===== src/rtl/fetcher.sv =====
// Instruction-fetch stage: direct-mapped one-word-per-line instruction cache
// with miss refill from memory and one-cycle result pulses to decoder and PC controller.
module fetcher #(
    parameter int unsigned ICACHE_ENTRIES = 16
) (
    input  logic        in_clk,
    input  logic        in_rst,
    input  logic        in_rdy,
    input  logic        in_flush_enable,
    input  logic        in_pc_enable,
    input  logic [31:0] in_pc_addr,
    input  logic        in_pc_predict,
    output logic        out_pc_last_enable,
    output logic [31:0] out_pc_last_inst,
    output logic        out_mem_enable,
    output logic [31:0] out_mem_addr,
    input  logic        in_mem_done,
    input  logic [31:0] in_mem_inst,
    output logic        out_inst_enable,
    output logic [31:0] out_inst,
    output logic [31:0] out_inst_pc,
    output logic        out_inst_predict
);

    localparam int unsigned IDX   = $clog2(ICACHE_ENTRIES);
    localparam int unsigned TAG_W = 32 - IDX - 2;

    typedef enum logic {
        S_IDLE = 1'b0,
        S_MISS = 1'b1
    } state_t;

    state_t state;

    logic [31:0]               line_data [ICACHE_ENTRIES];
    logic [TAG_W-1:0]          line_tag  [ICACHE_ENTRIES];
    logic [ICACHE_ENTRIES-1:0] line_valid;

    logic [31:0] req_pc;
    logic        req_predict;

    logic [IDX-1:0]   look_idx;
    logic [TAG_W-1:0] look_tag;
    logic             look_hit;
    logic [IDX-1:0]   fill_idx;
    logic [TAG_W-1:0] fill_tag;
    logic             fill_we;

    always_comb begin
        look_idx = in_pc_addr[IDX+1:2];
        look_tag = in_pc_addr[31:IDX+2];
        look_hit = line_valid[look_idx] && (line_tag[look_idx] == look_tag);
        fill_idx = req_pc[IDX+1:2];
        fill_tag = req_pc[31:IDX+2];
        // A flushed or stalled miss must never write the line.
        fill_we  = in_rdy && !in_flush_enable && (state == S_MISS) && in_mem_done;
    end

    always_ff @(posedge in_clk) begin
        if (fill_we) begin
            line_data[fill_idx] <= in_mem_inst;
            line_tag[fill_idx]  <= fill_tag;
        end
    end

    always_ff @(posedge in_clk or posedge in_rst) begin
        if (in_rst) begin
            state              <= S_IDLE;
            line_valid         <= '0;
            req_pc             <= '0;
            req_predict        <= 1'b0;
            out_pc_last_enable <= 1'b0;
            out_pc_last_inst   <= '0;
            out_mem_enable     <= 1'b0;
            out_mem_addr       <= '0;
            out_inst_enable    <= 1'b0;
            out_inst           <= '0;
            out_inst_pc        <= '0;
            out_inst_predict   <= 1'b0;
        end else begin
            // Pulses default low every edge, including stalled ones.
            out_inst_enable    <= 1'b0;
            out_pc_last_enable <= 1'b0;
            if (in_rdy) begin
                if (in_flush_enable) begin
                    state          <= S_IDLE;
                    out_mem_enable <= 1'b0;
                end else begin
                    case (state)
                        S_IDLE: begin
                            if (in_pc_enable) begin
                                req_pc      <= in_pc_addr;
                                req_predict <= in_pc_predict;
                                if (look_hit) begin
                                    out_inst_enable    <= 1'b1;
                                    out_pc_last_enable <= 1'b1;
                                    out_inst           <= line_data[look_idx];
                                    out_pc_last_inst   <= line_data[look_idx];
                                    out_inst_pc        <= in_pc_addr;
                                    out_inst_predict   <= in_pc_predict;
                                end else begin
                                    out_mem_enable <= 1'b1;
                                    out_mem_addr   <= in_pc_addr;
                                    state          <= S_MISS;
                                end
                            end
                        end
                        S_MISS: begin
                            if (in_mem_done) begin
                                line_valid[fill_idx] <= 1'b1;
                                out_mem_enable       <= 1'b0;
                                out_inst_enable      <= 1'b1;
                                out_pc_last_enable   <= 1'b1;
                                out_inst             <= in_mem_inst;
                                out_pc_last_inst     <= in_mem_inst;
                                out_inst_pc          <= req_pc;
                                out_inst_predict     <= req_predict;
                                state                <= S_IDLE;
                            end
                        end
                        default: state <= S_IDLE;
                    endcase
                end
            end
        end
    end

endmodule


===== config.mk =====
export PLATFORM = sky130hd
export DESIGN_NAME = fetcher
export DESIGN_NICKNAME = d
export VERILOG_FILES = /design/src/rtl/fetcher.sv
export SDC_FILE = /design/constraint.sdc
export NUM_CORES = 1
export LEC_CHECK = 0
export ABC_AREA = 1
export CAP_MARGIN = 20
export CORE_UTILIZATION = 45
export CTS_BUF_LIST = sky130_fd_sc_hd__clkbuf_4
export CTS_CLUSTER_DIAMETER = 120
export CTS_CLUSTER_SIZE = 28
export DETAILED_ROUTE_END_ITERATION = 6
export GPL_ROUTABILITY_DRIVEN = 0
export PLACE_DENSITY_LB_ADDON = 0.15
export RECOVER_POWER = 25
export SLEW_MARGIN = 25
export SYNTH_ARGS = -nofsm -noshare
export SYNTH_HDL_FRONTEND = slang
export SYNTH_SLANG_ARGS = --single-unit

===== constraint.sdc =====
create_clock -name in_clk -period 8.55 [get_ports in_clk]
set_input_delay 1.71 -clock in_clk [delete_from_list [all_inputs] [get_ports in_clk]]
set_output_delay 1.71 -clock in_clk [all_outputs]
set_load 0.02 [all_outputs]

==> impl_results.md, run 1 <==
- Vias: 28.09k
- Power Density: 207.9 mW/mm^2
- Pleak: 17.03 nW
- Max Freq: 184.3 MHz
- Final HPWL from detailed placement: 58,820 microns
- DRC viols: 0
- Clk sinks: 1,077
- Top post-synthesis cells by area: edfxtp_1 64%, dfrtp_1 8.5%, nand2_1 6.4%, o21ai_0 4.6%, nor2_1 4.3%
- Area Overhead vs Synth: 8.108%
- Max Slew Vio Count: 0
- DRT iter0 DRCs: 2,754
- GR Util met2: 38.82%
- Post-Syn Area: 0.04376 sq mm
- Sequential cell area: 0.03160 sq mm
- Syn Nets: 3,822
- Layout cells sized above 1: 5.131%
- Fin Setup TNS: 0 ns
- Critical path's most frequent cell: nand2_1
- CTS Buf Count: 44
- Worst Path Required: 9.40 ns
- CP max-delay cell: nand3_4
- Routed Antenna Nets: 0
- Avg WL per Cell: 22.61 microns
- Critical path capture point type: flip-flop
- CP startpoint kind: input pin
- CP Cell Sequence: buf_8 > inv_8 > buf_4 > nand2_1 > nand3_1 > nand3_1 > nand3_1 > nand2_1 > nand2_1 > nand2_1 > inv_1 > nand2_1 > nor2_1 > nand2_1 > nor2_1 > nand2_1 > nand2_1 > nand3_4 > buf_12 > nand2_1 > o21ai_1
- Placed inst area: 0.04671 sq mm
- Total global routing track utilization: 23.26%
- Clock skew: 0.07606 ns
- Die H: 313.9 microns
- Worst-skew pair later-pin latency: 1.01 ns
- Ports: 203
- Post-Route WL: 115,300 microns
- Die Width: 313.9 microns
- Syn Area/Cell: 11.67 sq um
- Slowest stage delay, CP: 0.65 ns
- CP Buf/Inv Count: 5
- Hold Path Class: flip-flop to flip-flop
- IO buf count: 202
- Most common library cells after synthesis: 928 x edfxtp_1, 742 x nand2_1, 498 x nor2_1
- Final instance area: 0.04731 sq mm
- Cts hold-fix bufs: 0
- Multi-input gate area: 0.01026 sq mm
- Unrepaired setup endpoints after global routing: no
- Met1 usage: 32.99%
- Maximum VDD drop: 0.1858 mV
- Crit-path max FO: 133
- Predominant post-synthesis flop cell: edfxtp_1
- Top-count cell post-synth: edfxtp_1
- Largest net degree at the start of global routing: 184
- H-tree depth: 2
- Nets@finish: 3,857
- Die area: 0.09851 sq mm
- Status: finished clean
- Final Cycle Share: 63.46%
- Leading area contributor after synthesis: edfxtp_1
- EDFF count, synth: 928
- Post-synth ARST share: 13.83%
- Register clock-pin slew on the reported worst setup and hold paths: 0.28 ns
- Clock tree buffer depth: 3
- Post-CTS Setup Inserts: 0
- Post-synthesis register bit count: 1,077
- Root Driver: clkbuf_4
- Global-route wire length before repair: 172,700 microns
- Vias/cell: 5.510
- Synthesis warning total: 0
- TritonRoute pass-1 iters: 6
- Number of global-route vias before repair: 26.46k
- GR peak layer: met2
- Max-cap viol count: 0
- Clock period minus worst slack: 5.426 ns
- Sequential share of the synthesized area: 72.19%
- Crit Path Class: input pin to flip-flop
- Distinct cells, synth: 25
- Initial Utilization: 45.32%
- Final hold viol count: 0
- Rows: 114
- Met3 Use GR: 2.368%
- Layout fillers: 8,553
- Gr ovfl total: 0
- PostCTS Resize Cnt: 0
- Max transition margin: 19.62%
- Antenna violations before repair: 8
- Top cell type's share of synthesized area: 63.67%
- CP top delay family: simple AND/OR/NAND/NOR gates
- Core area: 0.09657 sq mm
- Worst-margin pin slew: 1.206 ns
- Final setup fails: 0
- Critical Path AT: 6.27 ns
- Syn Inst Count: 3,751
- CTS tree: yes
-- stage by stage --
step / total power, mW / std cells / setup slack, ns / utilization [%] / hold slack, ns
after floorplan: 7.310 / 3751 / 2.832 / - / 0.4274
after global placement: 8.066 / 5013 / 2.230 / 48.29 / 0.4386
after CTS: 9.915 / 5096 / 3.246 / 48.99 / 0.4997
after global routing: 10.23 / 5098 / 2.826 / 49.00 / 0.5245
final: 9.837 / 5098 / 3.124 / 49.00 / 0.4979
after detailed placement: 8.081 / 5016 / 2.182 / 48.37 / 0.4454
-- cell families after synthesis --
family	Yosys count	synth area share [%]
AOI/OAI and AO/OA	706	9.300
buffers and inverters	454	4.677
DFF	1077	72.19
muxes	2	0.04574
and+or+nand+nor	1512	13.78
-- flip-flops by register name, summed over array words and instances (netlist names) --
| name | cells |
|---|---|
| out_inst_pc | 32 |
| out_inst_predict | 1 |
| req_predict | 1 |
| out_mem_addr | 32 |
| line_data | 512 |
| out_mem_enable | 1 |
| req_pc | 32 |
| line_tag | 416 |
| out_inst_enable | 1 |
| out_inst | 32 |
| state | 1 |
| line_valid | 16 |
-- routing by layer --
metal / wire (microns) / part of all wire, %
met2: 56060 / 49
met1: 50800 / 44
met4: 2343 / 2.0
met5: 53 / 0.046
met3: 6026 / 5.2
-- final timing paths --
check                                   start               to  slack [ns]  depth (start not counted)
worst max-delay path            in_pc_addr[2]  out_inst_pc[26]        3.12                         21
worst min-delay path            line_valid[1]    line_valid[1]        0.50                          2
worst max register to register          state  line_tag[3][13]        4.59                          6
worst min register to register  line_valid[1]    line_valid[1]        0.50                          2
max in group asynchronous              in_rst  out_mem_addr[8]        5.88                          3
min in group asynchronous              in_rst  out_inst_enable        1.18                          2
-- cell usage in the layout (no fill, tap or decap), types with 7 or more instances in the layout --
cell,netlist,routed
o221ai_1,64,64
a31oi_1,33,33
inv_2,6,7
nand3_1,265,265
buf_4,51,46
o22ai_1,64,64
nor2_1,498,480
clkdlybuf4s50_1,0,185
edfxtp_1,928,928
o21ai_2,26,26
nor2_4,0,18
a21oi_1,11,11
inv_1,182,179
o21ai_0,403,403
dlygate4sd3_1,0,13
clkbuf_4,0,75
o21ai_1,74,74
o211ai_1,31,31
dfrtp_1,149,149
nand2_1,742,742
-- layout make-up --
class | count | share of cell area [%]
flip-flops and latches | 1077 | 66.78
clock inverters | 5 | 0.06082
well taps | 1276 | 3.374
diodes | 2 | 0.01058
clock buffers | 75 | 1.190
repair buffers | 255 | 5.334
inverters | 188 | 1.555
multi-input cells | 2220 | 21.70
-- worst reg2reg max path, delay by kind of cell (launching register included) --
family / cells / cell delay [ns]
and+or+nand+nor: 4 / 1.66
DFF: 1 / 0.82
buffers and inverters: 2 / 1.14
-- power by group --
group	internal, mW	switching (mW)	leakage, nW
sequential	6.04	0.264	10.2
clock	0.395	1.49	0.366
combinational	0.665	0.987	6.47
total	7.10	2.74	17.0
No activity file was read; power rests on OpenSTA's default activity.
==> inputs of run 2 (changes only) <==
==> constraint.sdc (replaced) <==
create_clock -name in_clk -period 4.8 [get_ports in_clk]
set_input_delay 0.96 -clock in_clk [delete_from_list [all_inputs] [get_ports in_clk]]
set_output_delay 0.96 -clock in_clk [all_outputs]
set_load 0.02 [all_outputs]
==> impl_results.md, run 2 (same netlist as run 1, synthesis figures left out) <==
- Die area: 0.09851 sq mm
- Initial Utilization: 45.32%
- Maximum VDD drop: 0.2777 mV
- Layout fillers: 8,555
- Switching Share: 27.71%
- CTS tree: yes
- Setup WS post-layout: 1.394 ns
- Global-route wire length before repair: 172,200 microns
- Die H: 313.9 microns
- PostCTS Resize Cnt: 0
- Top reg by flops: line_data
- Slowest stage delay, CP: 0.95 ns
- Total global routing track utilization: 23.13%
- Ports: 203
- Worst Path Required: 5.70 ns
- Die Width: 313.9 microns
- Hold Path Class: input pin to async pin
- Status: finished clean
- CP Cell Sequence: buf_8 > inv_8 > buf_4 > buf_4 > o21ai_0 > o221ai_1 > o21ai_0 > nand2_1 > o221ai_1 > o21ai_2
- Cts hold-fix bufs: 0
- Root Driver: clkbuf_4
- Post-Route WL: 114,300 microns
- Placed Cells: 5,056
- Fin Setup TNS: 0 ns
- Area Overhead vs Synth: 9.437%
- Gr ovfl total: 0
- Post-CTS Setup Inserts: 0
- Number of global-route vias before repair: 27.08k
- Clock skew: 0.09715 ns
- CP startpoint kind: input pin
- Leading cell type in the layout, fill and taps excluded: edfxtp_1
- Final setup fails: 0
- Reg power frac: 63.7%
- Register clock-pin slew on the reported worst setup and hold paths: 0.27 ns
- Pre-CTS setup slack: 0.4296 ns
- Critical Path AT: 4.30 ns
- Max reg flops: 512
- Unrepaired setup endpoints after global routing: no
- DRT iter0 DRCs: 2,664
- Critical path capture point type: flip-flop
- Routed Antenna Nets: 0
- Worst-margin pin slew: 1.055 ns
- Clock Power Share: 19.5%
- Layout cells sized above 1: 6.163%
- Vias: 27.99k
- Crit-path max FO: 106
- Core area: 0.09657 sq mm
- Max Slew Vio Count: 0
- H-tree depth: 2
- Final Core Density: 49.60%
- IO buf count: 202
- Clk sinks: 1,077
- Worst-skew pair later-pin latency: 0.99 ns
- Most frequent cells in the layout: 928 x edfxtp_1, 742 x nand2_1, 480 x nor2_1
- Sw power: 4.897 mW
- Nets@finish: 3,897
- Crit Path Class: input pin to flip-flop
- Vias/cell: 5.446
- TritonRoute pass-1 iters: 6
- Largest regs: line_data (512), line_tag (416)
- Max Freq: 293.6 MHz
- Finished Layout Cells: 5,140
- CP max-delay cell: buf_4
- Antenna violations before repair: 8
- Total power: 17.67 mW
- Final HPWL from detailed placement: 61,090 microns
- Max-cap viol count: 0
- CP top delay family: buffers and inverters
- Clock tree buffer depth: 3
- Rows: 114
- DRC viols: 0
- Final Cycle Share: 70.96%
- CTS Buf Count: 44
- Internal Power: 12.78 mW
- CP Buf/Inv Count: 4
- Max transition margin: 29.69%
- Final hold viol count: 0
- Logic gate share of total power: 16.7%
- Power Density: 369.0 mW/mm^2
- Avg WL per Cell: 22.23 microns
- Clock period minus worst slack: 3.406 ns
- Pleak: 17.32 nW
- Largest net degree at the start of global routing: 111
## run 2: changes by cell type in the layout (fill, tap and decap cells not counted), sizes merged, moves of 2 or more
cell,change
inv,-5
clkdlybuf4s50,-4
clkbuf,+3
dlygate4sd3,+4
buf,+40
bufinv,+2
## run 2: through the flow
step / hold slack (ns) / area, sq um
2_1_floorplan: 0.4274 / 43770
6_report: 0.2528 / 47890
3_5_place_dp: 0.4467 / 47240
5_1_grt: 0.2022 / 47890
4_1_cts: 0.05176 / 47890
3_3_place_gp: 0.4392 / 47230
## run 2: final timing paths
check | start | end | slack (ns) | cells after the start
max | in_pc_addr[2] | out_inst[30] | 1.39 | 10
min | in_rst | out_mem_addr[0] | 0.25 | 2
max reg2reg | state | line_tag[5][11] | 1.59 | 5
min reg2reg | line_valid[10] | line_valid[10] | 0.50 | 2
max in group asynchronous | in_rst | out_inst[2] | 3.31 | 4
min in group in_clk | line_valid[10] | line_valid[10] | 0.50 | 2
## run 2: layer usage
layer / routed length (microns) / share of wire [%] / track usage, %
met5: 79 / 0.069 / 0
met4: 2066 / 1.8 / 4.745
met3: 6180 / 5.4 / 2.514
met1: 50280 / 44 / 32.50
met2: 55680 / 49 / 39.04
## run 2: worst reg2reg max path, cell delays in order, from the launching register on
cell     delay [ns]
dfrtp_1        0.76
nand2_1        0.23
nor2_1         0.34
nand3_1        0.53
nor2_4         0.25
buf_4          0.66
## run 2: layout make-up
type | instances | area (sq um) | share of cell area (%)
timing repair buffer | 295 | 3052 | 6.372
sequential | 1077 | 31600 | 65.97
antenna | 2 | 5.005 | 0.01045
inverter | 188 | 726.9 | 1.518
clock buffer | 78 | 585.6 | 1.223
tap | 1276 | 1597 | 3.333
multi-input combinational | 2220 | 10260 | 21.43
clock inverter | 4 | 68.82 | 0.1437
## run 2: power groups by stage
stage | Combinational [mW] | Sequential, mW | Clock [mW]
floorplan | 1.36 | 11.7 | 0
global placement | 2.95 | 11.5 | 0
detailed placement | 2.99 | 11.5 | 0
CTS | 2.99 | 11.3 | 3.56
global route | 3.20 | 11.3 | 3.82
finish | 2.96 | 11.3 | 3.45
